## config.mk

```make
export PLATFORM = sky130hd
export DESIGN_NAME = instr_fetch_buffer
export DESIGN_NICKNAME = d
export VERILOG_FILES = /design/src/rtl/instr_fetch_buffer.sv
export SDC_FILE = /design/constraint.sdc
export NUM_CORES = 1
export LEC_CHECK = 0
export CORE_UTILIZATION = 35
export CTS_BUF_LIST = sky130_fd_sc_hd__clkbuf_16
export DETAILED_ROUTE_END_ITERATION = 8
export DONT_BUFFER_PORTS = 1
export PLACE_DENSITY = 0.57
export REMOVE_ABC_BUFFERS = 1
export SYNTH_ARGS = -nofsm -noshare
export SYNTH_HDL_FRONTEND = slang
export SYNTH_SLANG_ARGS = --single-unit
```

## constraint.sdc

```tcl
create_clock -name clk -period 3.94 [get_ports clk]
set_input_delay 0.197 -clock clk [delete_from_list [all_inputs] [get_ports clk]]
set_output_delay 0.197 -clock clk [all_outputs]
set_load 0.005 [all_outputs]
```

## src/rtl/instr_fetch_buffer.sv

```systemverilog
// Instruction fetch front end: single-outstanding word fetch, PC/instruction FIFO, redirect flush.
// Optional build macro IFB_PERF_CNT_EN adds the fetch_count accepted-instruction counter output.
module instr_fetch_buffer #(
    parameter int          DEPTH    = 4,
    parameter logic [31:0] RESET_PC = 32'h0000_0000
) (
    input  logic        clk,
    input  logic        rst_n,
    input  logic        redirect,
    input  logic [31:0] redirect_pc,
    output logic        mem_req,
    output logic [31:0] mem_addr,
    input  logic        mem_ack,
    input  logic [31:0] mem_rdata,
    output logic        inst_valid,
    output logic [31:0] inst_data,
    output logic [31:0] inst_pc,
    input  logic        inst_ready
`ifdef IFB_PERF_CNT_EN
    ,
    output logic [31:0] fetch_count
`endif
);

    localparam int AW = (DEPTH > 1) ? $clog2(DEPTH) : 1;
    localparam int CW = AW + 1;
    localparam logic [CW-1:0] DEPTH_C = CW'(DEPTH);

    localparam logic [1:0] S_IDLE    = 2'd0;
    localparam logic [1:0] S_REQ     = 2'd1;
    localparam logic [1:0] S_DISCARD = 2'd2;

    logic [1:0]    state_q;
    logic [31:0]   fetch_pc_q;
    logic [AW-1:0] wr_ptr_q;
    logic [AW-1:0] rd_ptr_q;
    logic [CW-1:0] count_q;
    logic          mem_req_q;
    logic [31:0]   mem_addr_q;

    logic [31:0] data_mem [DEPTH];
    logic [31:0] pc_mem   [DEPTH];

    logic          push;
    logic          pop;
    logic [CW-1:0] count_after;
    logic [31:0]   redirect_tgt;
    logic [31:0]   next_pc;
    logic          unused_pc_bits;

    assign inst_valid     = (count_q != '0);
    // A redirect cancels any same-cycle FIFO traffic, so both strobes are qualified with it.
    assign pop            = inst_valid & inst_ready & ~redirect;
    assign push           = (state_q == S_REQ) & mem_ack & ~redirect;
    assign count_after    = count_q + CW'(1) - {{AW{1'b0}}, pop};
    assign redirect_tgt   = {redirect_pc[31:2], 2'b00};
    assign next_pc        = fetch_pc_q + 32'd4;
    assign unused_pc_bits = ^redirect_pc[1:0];

    assign mem_req   = mem_req_q;
    assign mem_addr  = mem_addr_q;
    assign inst_data = inst_valid ? data_mem[rd_ptr_q] : '0;
    assign inst_pc   = inst_valid ? pc_mem[rd_ptr_q]   : '0;

    always_ff @(posedge clk) begin
        if (!rst_n) begin
            state_q    <= S_IDLE;
            fetch_pc_q <= RESET_PC;
            wr_ptr_q   <= '0;
            rd_ptr_q   <= '0;
            count_q    <= '0;
            mem_req_q  <= 1'b0;
            mem_addr_q <= '0;
        end else begin
            if (redirect) begin
                wr_ptr_q   <= '0;
                rd_ptr_q   <= '0;
                count_q    <= '0;
                fetch_pc_q <= redirect_tgt;
            end else begin
                if (push) begin
                    wr_ptr_q   <= wr_ptr_q + AW'(1);
                    fetch_pc_q <= next_pc;
                end
                if (pop) begin
                    rd_ptr_q <= rd_ptr_q + AW'(1);
                end
                count_q <= count_q + {{AW{1'b0}}, push} - {{AW{1'b0}}, pop};
            end

            case (state_q)
                S_IDLE: begin
                    if (!redirect && (count_q < DEPTH_C)) begin
                        state_q    <= S_REQ;
                        mem_req_q  <= 1'b1;
                        mem_addr_q <= fetch_pc_q;
                    end
                end
                S_REQ: begin
                    if (mem_ack) begin
                        if (!redirect && (count_after < DEPTH_C)) begin
                            mem_addr_q <= next_pc;
                        end else begin
                            state_q   <= S_IDLE;
                            mem_req_q <= 1'b0;
                        end
                    end else if (redirect) begin
                        // The bus request cannot be withdrawn; wait for its ack and drop the data.
                        state_q <= S_DISCARD;
                    end
                end
                S_DISCARD: begin
                    if (mem_ack) begin
                        state_q   <= S_IDLE;
                        mem_req_q <= 1'b0;
                    end
                end
                default: begin
                    state_q   <= S_IDLE;
                    mem_req_q <= 1'b0;
                end
            endcase
        end
    end

    always_ff @(posedge clk) begin
        if (push && rst_n) begin
            data_mem[wr_ptr_q] <= mem_rdata;
            pc_mem[wr_ptr_q]   <= fetch_pc_q;
        end
    end

`ifdef IFB_PERF_CNT_EN
    always_ff @(posedge clk) begin
        if (!rst_n) begin
            fetch_count <= '0;
        end else if (pop) begin
            fetch_count <= fetch_count + 32'd1;
        end
    end
`else
    // Counter logic is absent in this build.
`endif

endmodule

```

==> results.ini, run 1 <==
[floorplan]
rows = 70
ios = 167
die_x_um = 196
coreArea_mm2 = 0.0369
design.die.area_mm2 = 0.0386
initial_core_util_pct = 35.9
die_h_um = 196

[layout]
fillerInstances = 3385
fin_area_mm2 = 0.0155
stdcell_count = 1439
areaGrowthSynthToFinish_pct = 16.9
nets = 985
multi_input_area_mm2 = 0.00402
drive_gt1_share_pct = 14.7
register_area_mm2 = 0.00890

[synthesis]
synth_cell_types = 49
synth_area_mm2 = 0.0132
yosysWarningCount = 0
ys.flop_type = edfxtp_1
async_flop_share_pct = 0
synthCells = 852
yosys-top-cells-area = edfxtp_1 56%, dfxtp_1 11%, mux4_2 11%
synth.avg_cell_area_um2 = 15.5
yosysTopAreaCell = edfxtp_1
synth-seq-cells = 320
yosys.area.top_type_share_pct = 56.3
synth_edf_count = 248
seq_area_frac_synth_pct = 67.2

[place]
dp_hpwl_mm = 18.5
dp_cells = 1309
placed_area_mm2 = 0.0137
gp_congestion = 0.746
io_buffers = 0
pre_cts_ws_ns = 1.25

[pwr]
vdd_drop_max_mv = 0.347
leakage_nw = 5.00
p_per_area_mw_per_mm2 = 458
report.power.total_mw = 7.09

[global_route]
grt_max_degree = 66
antenna_found_initial = 0
grt_pass1_wl_mm = 45.3
grt_pass1_vias = 7312
grt_usage_pct = 15.7
grt-ovfl-total = 0

[detailed_routing]
vias_per_cell = 4.97
drt_iter0_drc = 340
firstDrtPassIters = 4
drc = 0
vias = 7145
drt.antenna.violating_nets = 0
wl_per_cell_um = 20.9
routed_wl_mm = 30.1

[critical_path]
end_kind = output pin
critPathKind = reg -> out
slowest_delay_ns = 0.80
reg2regPathDepth = 6
start_kind = flop
crit_slowest_cell = dfxtp_4
required_ns = 3.74
path_cells = buf_12, mux4_2, nor2b_1
cp.arrival_ns = 2.47
worstPathMaxFanout = 35

[clocking]
cts_resized = 0
cts_root_buf = clkbuf_16
path_clk_slew_ns = 0.06
cts_tree = yes
h-tree-depth = 2
clock_latency_ns = 0.51
cts_buffers = 35
clockBufferDepth = 3
cts.sink_count = 320
cts_setup_buffers = 0

[timing]
timing.slew.headroom_pct = 32.7
fmax_ghz = 0.375
setup_viol = 0
setup_ws_ns = 1.27
period_share_pct = 67.7
hold_viol_final = 0
period_needed_ns = 2.67
slew_violations = 0
rsz0062_at_grt = no
tns_ns = 0
fin_skew_ns = 0.00789
worst_pin_slew_ns = 1.01

[run]
cap_violations = 0

[min_path]
whs_path_depth = 2
hp-class = in -> reg

[run_status]
outcome = finished clean

## stage by stage
step,util [%],hold slack [ns]
detailed placement,37.2,0.278
CTS,41.9,0.0205
floorplan,-,0.273
finish,41.9,0.0415
global placement,37.2,0.278
global route,41.9,0.0327
## what timing repair did
action                     CTS  global route
hold endpoints to repair   198             0
hold buffers                66             0
setup endpoints to repair    0             0
## critical path, delay by kind of cell (launching register included)
kind | cells | cell delay [ns]
and+or+nand+nor | 1 | 0.17
DFF | 1 | 0.80
muxes | 1 | 0.59
buffers and inverters | 1 | 0.38
## kinds of logic (layout without fill, tap and decap cells)
| kind of cell | after synthesis | after routing | share of synthesized area [%] |
|---|---|---|---|
| buf+inv | 71 | 150 | 2.71 |
| fa+ha+maj | 8 | 8 | 0.813 |
| simple gates | 215 | 215 | 9.57 |
| compound gates | 110 | 110 | 4.82 |
| xor+xnor | 62 | 62 | 4.10 |
| flops | 320 | 320 | 67.2 |
| other cells | 1 | 5 | 0.0283 |
| mux | 65 | 65 | 10.8 |
## layout by cell type (no fill, tap or decap), types with 3 or more instances in the layout
cell type | synthesis | layout
buf_4 | 7 | 7
nor3b_1 | 3 | 3
clkbuf_16 | 0 | 37
mux4_2 | 62 | 62
o21ai_0 | 48 | 48
ha_1 | 7 | 7
edfxtp_1 | 248 | 248
nand2b_1 | 4 | 4
mux2i_1 | 3 | 3
conb_1 | 1 | 4
and3_1 | 5 | 5
xnor2_1 | 31 | 31
clkinv_1 | 0 | 6
nor3_1 | 6 | 5
nor4_4 | 3 | 3
and2_4 | 0 | 4
inv_1 | 9 | 24
nand2_1 | 41 | 41
dlygate4sd3_1 | 0 | 65
xor2_1 | 31 | 31
nand4_1 | 17 | 17
dfxtp_1 | 72 | 70
nor2b_1 | 66 | 66
nor4_2 | 3 | 3
nand3_1 | 22 | 22
nor2_1 | 20 | 20
buf_12 | 0 | 6
o211a_1 | 14 | 14
a21oi_1 | 43 | 43
nor4_1 | 3 | 3
and2_1 | 9 | 5
## cell usage after synthesis (all sizes together), types with 2 or more instances
cell type and n:
nand2b 4, mux2i 3, and4 2, xnor2 31
and3 6, and4b 2, o21ai 48, nor4 9
nor2b 66, nand3 23, nand4 18, mux4 62
inv 9, dfxtp 72, buf 31, nor2 20
a21oi 44, ha 7, and2 9, edfxtp 248
nor3 7, or2 2, o211a 14, nand2 41
nand3b 2, nor3b 3, clkbuf 31, xor2 31
## flip-flops by register name, summed over array words and instances, names as in the netlist, named ones only
name / count
count_q: 3
data_mem: 128
fetch_pc_q: 30
mem_addr: 30
mem_req: 1
pc_mem: 120
rd_ptr_q: 2
state_q: 2
wr_ptr_q: 2
## report_power, final
part	switching, mW	leakage (nW)	total (mW)	internal, mW
clock network	1.26	0.568	3.01	1.75
logic	0.144	1.59	0.272	0.129
registers	0.101	2.85	3.80	3.70
total	1.50	5.00	7.09	5.58
## routing by layer
| metal | track usage, % | wire, um | part of all wire (%) | up-vias |
|---|---|---|---|---|
| met1 | 21.0 | 13600 | 45 | 3595 |
| met3 | 3.47 | 1680 | 5.6 | 31 |
| met2 | 25.6 | 14400 | 48 | 179 |
| li1 | - | - | - | 3340 |
| met4 | 4.40 | 453 | 1.5 | 0 |
| met5 | 0 | 0 | 0 | - |
## final timing paths
path / startpoint / slack (ns) / endpoint
setup / recovery: flop / 1.27 / inst_pc[5]
hold reg to reg: wr_ptr_q[1] / 0.51 / wr_ptr_q[1]
hold / removal: rst_n / 0.04 / fetch_pc_q[25]
setup reg to reg: state_q[0] / 1.27 / data_mem[2][31]
## final cells by class
type	instances	area share, %
diodes	1	0.0162
clock buffers	37	5.99
clock inverters	26	0.866
inverters	9	0.218
multi-input cells	464	26.0
flip-flops and latches	320	57.5
well taps	504	4.08
repair buffers	78	5.32
(Power assumes the default switching activity.)
==> run 2, diff against run 1 <==
Settings changed: PLACE_DENSITY 0.57 to 0.59.
Clock period 3.94 ns to 2.4 ns, I/O delays scaled along.
==> results.ini, run 2 (synthesis results as in run 1) <==
[timing]
rsz0062_at_grt = no
fin_skew_ns = 0.0313  ; +0.0234 ns
fmax_ghz = 0.448
timing.slew.headroom_pct = 44.6  ; +12 points
period_share_pct = 92.9
slew_violations = 0  ; unchanged
hold_viol_final = 0  ; unchanged
setup_ws_ns = 0.170  ; -1.10 ns
period_needed_ns = 2.23
setup_viol = 0  ; unchanged
tns_ns = 0  ; unchanged
worst_pin_slew_ns = 0.831  ; -0.178 ns

[pwr]
swShare_pct = 21.1  ; -0.089 points
p_int_mw = 9.43  ; +69%
pwr-share-seq_pct = 51.7  ; -2.0 points
vdd_drop_max_mv = 0.476  ; +37%
power_switching_mw = 2.53  ; +68%
clock_power_share_pct = 43.6  ; +1.1 points
pwr-share-comb_pct = 4.6  ; +0.8 points
leakage_nw = 5.27  ; +5.3%
p_per_area_mw_per_mm2 = 749  ; +64%

[layout]
largest_reg_flops = 128  ; unchanged
drive_gt1_share_pct = 18.8  ; +4.1 points
areaGrowthSynthToFinish_pct = 20.7
stdcell_count = 1479  ; +2.8%
mostFrequentLayoutCell = edfxtp_1
final_cell_mix = 248 x edfxtp_1, 70 x dfxtp_1, 66 x nor2b_1, 66 x dlygate4sd3_1, 62 x mux4_2
largestRegisters = data_mem x128, pc_mem x120
top_register = data_mem
fin_area_mm2 = 0.0160  ; +3.3%
nets = 1026  ; +4.2%
fin_util_pct = 43.3  ; +1.4 points

[global_route]
grt-ovfl-total = 0  ; unchanged
grt_usage_pct = 16.3  ; +0.60 points
antenna_found_initial = 1  ; +1
grt_pass1_wl_mm = 47.2  ; +4.2%
grt_max_degree = 66  ; unchanged
grt_pass1_vias = 7472  ; +2.2%

[run]
cap_violations = 0  ; unchanged

[min_path]
hp-class = in -> reg

[critical_path]
required_ns = 2.28  ; -1.46 ns
worstPathMaxFanout = 63  ; +80%
start_kind = flop
end_kind = output pin
cp.arrival_ns = 2.11  ; -0.36 ns
critPathKind = reg -> out

[floorplan]
ios = 167  ; unchanged
die_x_um = 196  ; unchanged
design.die.area_mm2 = 0.0386  ; unchanged
die_h_um = 196  ; unchanged
rows = 70  ; unchanged
coreArea_mm2 = 0.0369  ; unchanged
initial_core_util_pct = 35.9  ; unchanged

[detailed_routing]
drc = 0  ; unchanged
wl_per_cell_um = 20.9  ; about the same
drt.antenna.violating_nets = 0  ; unchanged
vias_per_cell = 4.99  ; +0.54%
vias = 7383  ; +3.3%
firstDrtPassIters = 5  ; +1
drt_iter0_drc = 474  ; +39%
routed_wl_mm = 30.9  ; +2.7%

[place]
io_buffers = 0  ; unchanged
dp_cells = 1347  ; +2.9%
dp_hpwl_mm = 19.9  ; +7.5%
placed_area_mm2 = 0.0141  ; +3.0%
gp_congestion = 0.726  ; -2.6%
pre_cts_ws_ns = 0.313  ; -0.939 ns

[clocking]
path_clk_slew_ns = 0.06  ; about the same
cts_root_buf = clkbuf_16
cts_buffers = 36  ; +2.9%
clockBufferDepth = 3  ; unchanged
cts.sink_count = 320  ; unchanged
clock_latency_ns = 0.52  ; about the same
cts_tree = yes
cts_setup_buffers = 0  ; unchanged
h-tree-depth = 2  ; unchanged

[run_status]
outcome = finished clean

==> run 2: path summary, 6_finish.rpt <==
| kind | start | to | slack (ns) | cells past startpoint |
|---|---|---|---|---|
| hold reg to reg | wr_ptr_q[1] | wr_ptr_q[1] | 0.51 | 2 |
| setup reg to reg | count_q[2] | count_q[2] | 0.24 | 9 |
| hold / removal | mem_ack | mem_addr[14] | 0.04 | 3 |
| setup / recovery | count_q[2] | inst_data[17] | 0.17 | 3 |
==> run 2: power by group through the flow <==
stage	Sequential, mW	Clock, mW	Combinational, mW
after floorplan	6.30	0	0.237
after global placement	6.31	0	0.407
after CTS	6.19	5.39	0.556
after detailed placement	6.31	0	0.412
after global routing	6.20	5.58	0.612
final	6.19	5.22	0.551
==> run 2: routing by layer <==
metal / GRT usage, % / vias to the layer above / wire, um
li1: - / 3410 / -
met1: 22.6 / 3715 / 13800
met2: 25.8 / 222 / 14600
met3: 3.95 / 36 / 2060
met4: 3.76 / 0 / 481
met5: 0 / - / 0
==> run 2: critical path: stages, from the launching register on <==
cell and delay (ns):
dfxtp_1 0.36, nor3_2 0.26, buf_4 0.67, nor2b_1 0.22
==> run 2: per-stage QoR <==
| stage | power, mW | hold WS [ns] |
|---|---|---|
| final | 12.0 | 0.0356 |
| after floorplan | 6.53 | 0.196 |
| after global placement | 6.72 | 0.202 |
| after CTS | 12.1 | 0.0159 |
| after global routing | 12.4 | 0.0659 |
| after detailed placement | 6.72 | 0.207 |
==> run 2: cell type report <==
class / instances / area (um^2)
fillers: 3339 / 20900
flip-flops and latches: 320 / 8900
multi-input cells: 464 / 4020
repair buffers: 118 / 1260
clock buffers: 37 / 926
well taps: 504 / 631
clock inverters: 26 / 198
inverters: 9 / 33.8
diodes: 1 / 2.50
==> run 2: what timing repair did <==
item                                    4_1_cts  5_1_grt
gates resized for setup                       0        1
hold endpoints to repair                    200        0
hold buffers                                 68        0
endpoints found under the setup margin        0        1
==> run 3, diff against run 2 <==
Settings changed: GPL_TIMING_DRIVEN set to 0, PLACE_DENSITY 0.59 to 0.57, SLEW_MARGIN set to 0.
Clock period 2.4 ns to 2.3 ns, I/O delays scaled along.
==> results.ini, run 3 (synthesis results as in run 1) <==
[clocking]
clockBufferDepth = 3  ; unchanged
h-tree-depth = 2  ; unchanged
clock_latency_ns = 0.53  ; about the same
path_clk_slew_ns = 0.06  ; about the same
cts_tree = yes
cts_buffers = 37  ; +2.8%
cts_root_buf = clkbuf_16
cts.sink_count = 320  ; unchanged

[critical_path]
path_cells = ha_2, and4b_1, and3_2, nand4_1, xor2_1, a21oi_1
slowest_delay_ns = 0.50  ; -0.17 ns
r2r_setup_slack_ns = 0.10  ; -0.14 ns
cp-endpoint = mem_addr[30]
crit_cells = 6  ; +3
required_ns = 2.68  ; +0.40 ns
end_kind = flop
start_kind = flop
cp.arrival_ns = 2.57  ; +0.46 ns
crit_slowest_cell = dfxtp_2
worstPathMaxFanout = 10  ; -84%
crit_start = fetch_pc_q[2]
critPathKind = reg -> reg
r2r-end = mem_addr[30]
reg2regPathDepth = 6  ; -3
worstReg2RegStart = fetch_pc_q[2]
path_delay_family = simple AND/OR/NAND/NOR gates
crit_buf_inv = 0  ; -1

[global_route]
grt-ovfl-total = 0  ; unchanged
grt_pass1_wl_mm = 47.9  ; +1.5%
antenna_found_initial = 0  ; -1
grt_pass1_vias = 7555  ; +1.1%
grt_usage_pct = 17.0  ; +0.70 points
grt_max_degree = 66  ; unchanged

[timing]
period_needed_ns = 2.20
setup_ws_ns = 0.105  ; -0.0653 ns
fmax_ghz = 0.456
slew_violations = 0  ; unchanged
fin_skew_ns = 0.0152  ; -0.0161 ns
hold_viol_final = 0  ; unchanged
worst_pin_slew_ns = 0.760  ; -0.0708 ns
setup_viol = 0  ; unchanged
period_share_pct = 95.4
rsz0062_at_grt = no
timing.slew.headroom_pct = 49.2  ; +4.6 points

[place]
dp_hpwl_mm = 19.2  ; -3.2%
io_buffers = 0  ; unchanged
placed_area_mm2 = 0.0139  ; -2.1%
gp_congestion = 0.724  ; -0.28%
pre_cts_ws_ns = -0.687  ; -1.00 ns

[floorplan]
die_h_um = 196  ; unchanged
initial_core_util_pct = 35.9  ; unchanged
ios = 167  ; unchanged
design.die.area_mm2 = 0.0386  ; unchanged
rows = 70  ; unchanged
coreArea_mm2 = 0.0369  ; unchanged
die_x_um = 196  ; unchanged

[pwr]
p_per_area_mw_per_mm2 = 774  ; +3.3%
report.power.total_mw = 12.3  ; +2.8%
leakage_nw = 5.20  ; -1.3%
vdd_drop_max_mv = 0.476  ; +0.11%

[layout]
largest_reg_flops = 128  ; unchanged
nets = 1016  ; -0.97%
mostFrequentLayoutCell = edfxtp_1
drive_gt1_share_pct = 18.9  ; +0.15 points
final_cell_mix = 248 x edfxtp_1, 71 x dlygate4sd3_1, 65 x dfxtp_1
top_register = data_mem
largestRegisters = data_mem x128, pc_mem x120
n_antenna_cell = 0  ; -1
areaGrowthSynthToFinish_pct = 20.1
fin_area_mm2 = 0.0159  ; -0.49%

[min_path]
whs_path_depth = 2  ; -1
hp-class = in -> reg

[run_status]
outcome = finished clean

[detailed_routing]
vias_per_cell = 5.05  ; +1.2%
drc = 0  ; unchanged
vias = 7400  ; +0.23%
drt_iter0_drc = 450  ; -5.1%
drt.antenna.violating_nets = 0  ; unchanged
wl_per_cell_um = 22.2  ; +6.2%
routed_wl_mm = 32.5  ; +5.2%
firstDrtPassIters = 4  ; -1

[run]
cap_violations = 0  ; unchanged

==> run 3: changes by cell type in the layout (fill, tap and decap cells not counted), moves of 3 or more <==
cell,delta
buf_12,-10
dlygate4sd3_1,+5
dfxtp_1,-5
buf_16,+5
buf_4,-19
clkinv_2,+3
dfxtp_2,+5
buf_6,+6
and2_2,+3
==> run 3: report_power, final <==
part | internal, mW | total [mW] | switching, mW
logic | 0.249 | 0.509 | 0.260
registers | 6.34 | 6.52 | 0.177
clock network | 3.01 | 5.27 | 2.25
==> run 3: metrics by stage <==
step           instances  hold slack (ns)  setup TNS [ns]  utilization, %
6_report            1465           0.0971               0            43.1
3_3_place_gp        1297            0.196        -1146.05            36.7
4_1_cts             1457           0.0578               0            42.9
3_5_place_dp        1311            0.195         -147.52            37.6
5_1_grt             1465            0.122               0            43.1
2_1_floorplan        793            0.191         -364.56               -
==> run 3: layout make-up <==
| type | count | area [um^2] |
|---|---|---|
| fillers | 3341 | 21000 |
| multi-input cells | 467 | 4100 |
| flip-flops and latches | 320 | 8900 |
| well taps | 504 | 631 |
| clock inverters | 24 | 134 |
| inverters | 9 | 33.8 |
| clock buffers | 37 | 926 |
| repair buffers | 104 | 1160 |
==> run 3: how the worst min path moves through the flow <==
stage | startpoint | slack (ns) | end
6_report | redirect | 0.1 | fetch_pc_q[31]
2_1_floorplan | mem_ack | 0.19 | state_q[1]
3_5_place_dp | mem_ack | 0.20 | state_q[1]
5_1_grt | redirect | 0.12 | fetch_pc_q[31]
3_3_place_gp | mem_ack | 0.20 | state_q[1]
4_1_cts | redirect | 0.06 | fetch_pc_q[30]
==> run 3: what timing repair did <==
action	CTS	global route
pin swaps	7	3
hold endpoints to repair	200	0
endpoints found under the setup margin	348	25
hold buffers	72	0
setup buffers	10	8
gates resized for setup	12	7
cloned	3	0
==> run 3: worst reg2reg max path: cells and delay by family (launching register included) <==
| kind | cells | cell delay, ns |
|---|---|---|
| AOI/OAI and AO/OA | 1 | 0.08 |
| xor gates and xnor gates | 1 | 0.18 |
| adders and majority gates | 1 | 0.38 |
| DFF | 1 | 0.50 |
| and+or+nand+nor | 3 | 0.90 |
==> run 3: metal layers <==
metal	vias up	wire length [um]	GRT usage [%]	part of all wire, %
li1	3382	-	-	-
met1	3776	14300	22.4	44
met2	202	15700	27.9	48
met3	40	1840	3.75	5.6
met4	0	658	5.41	2.0
met5	-	0	0	0
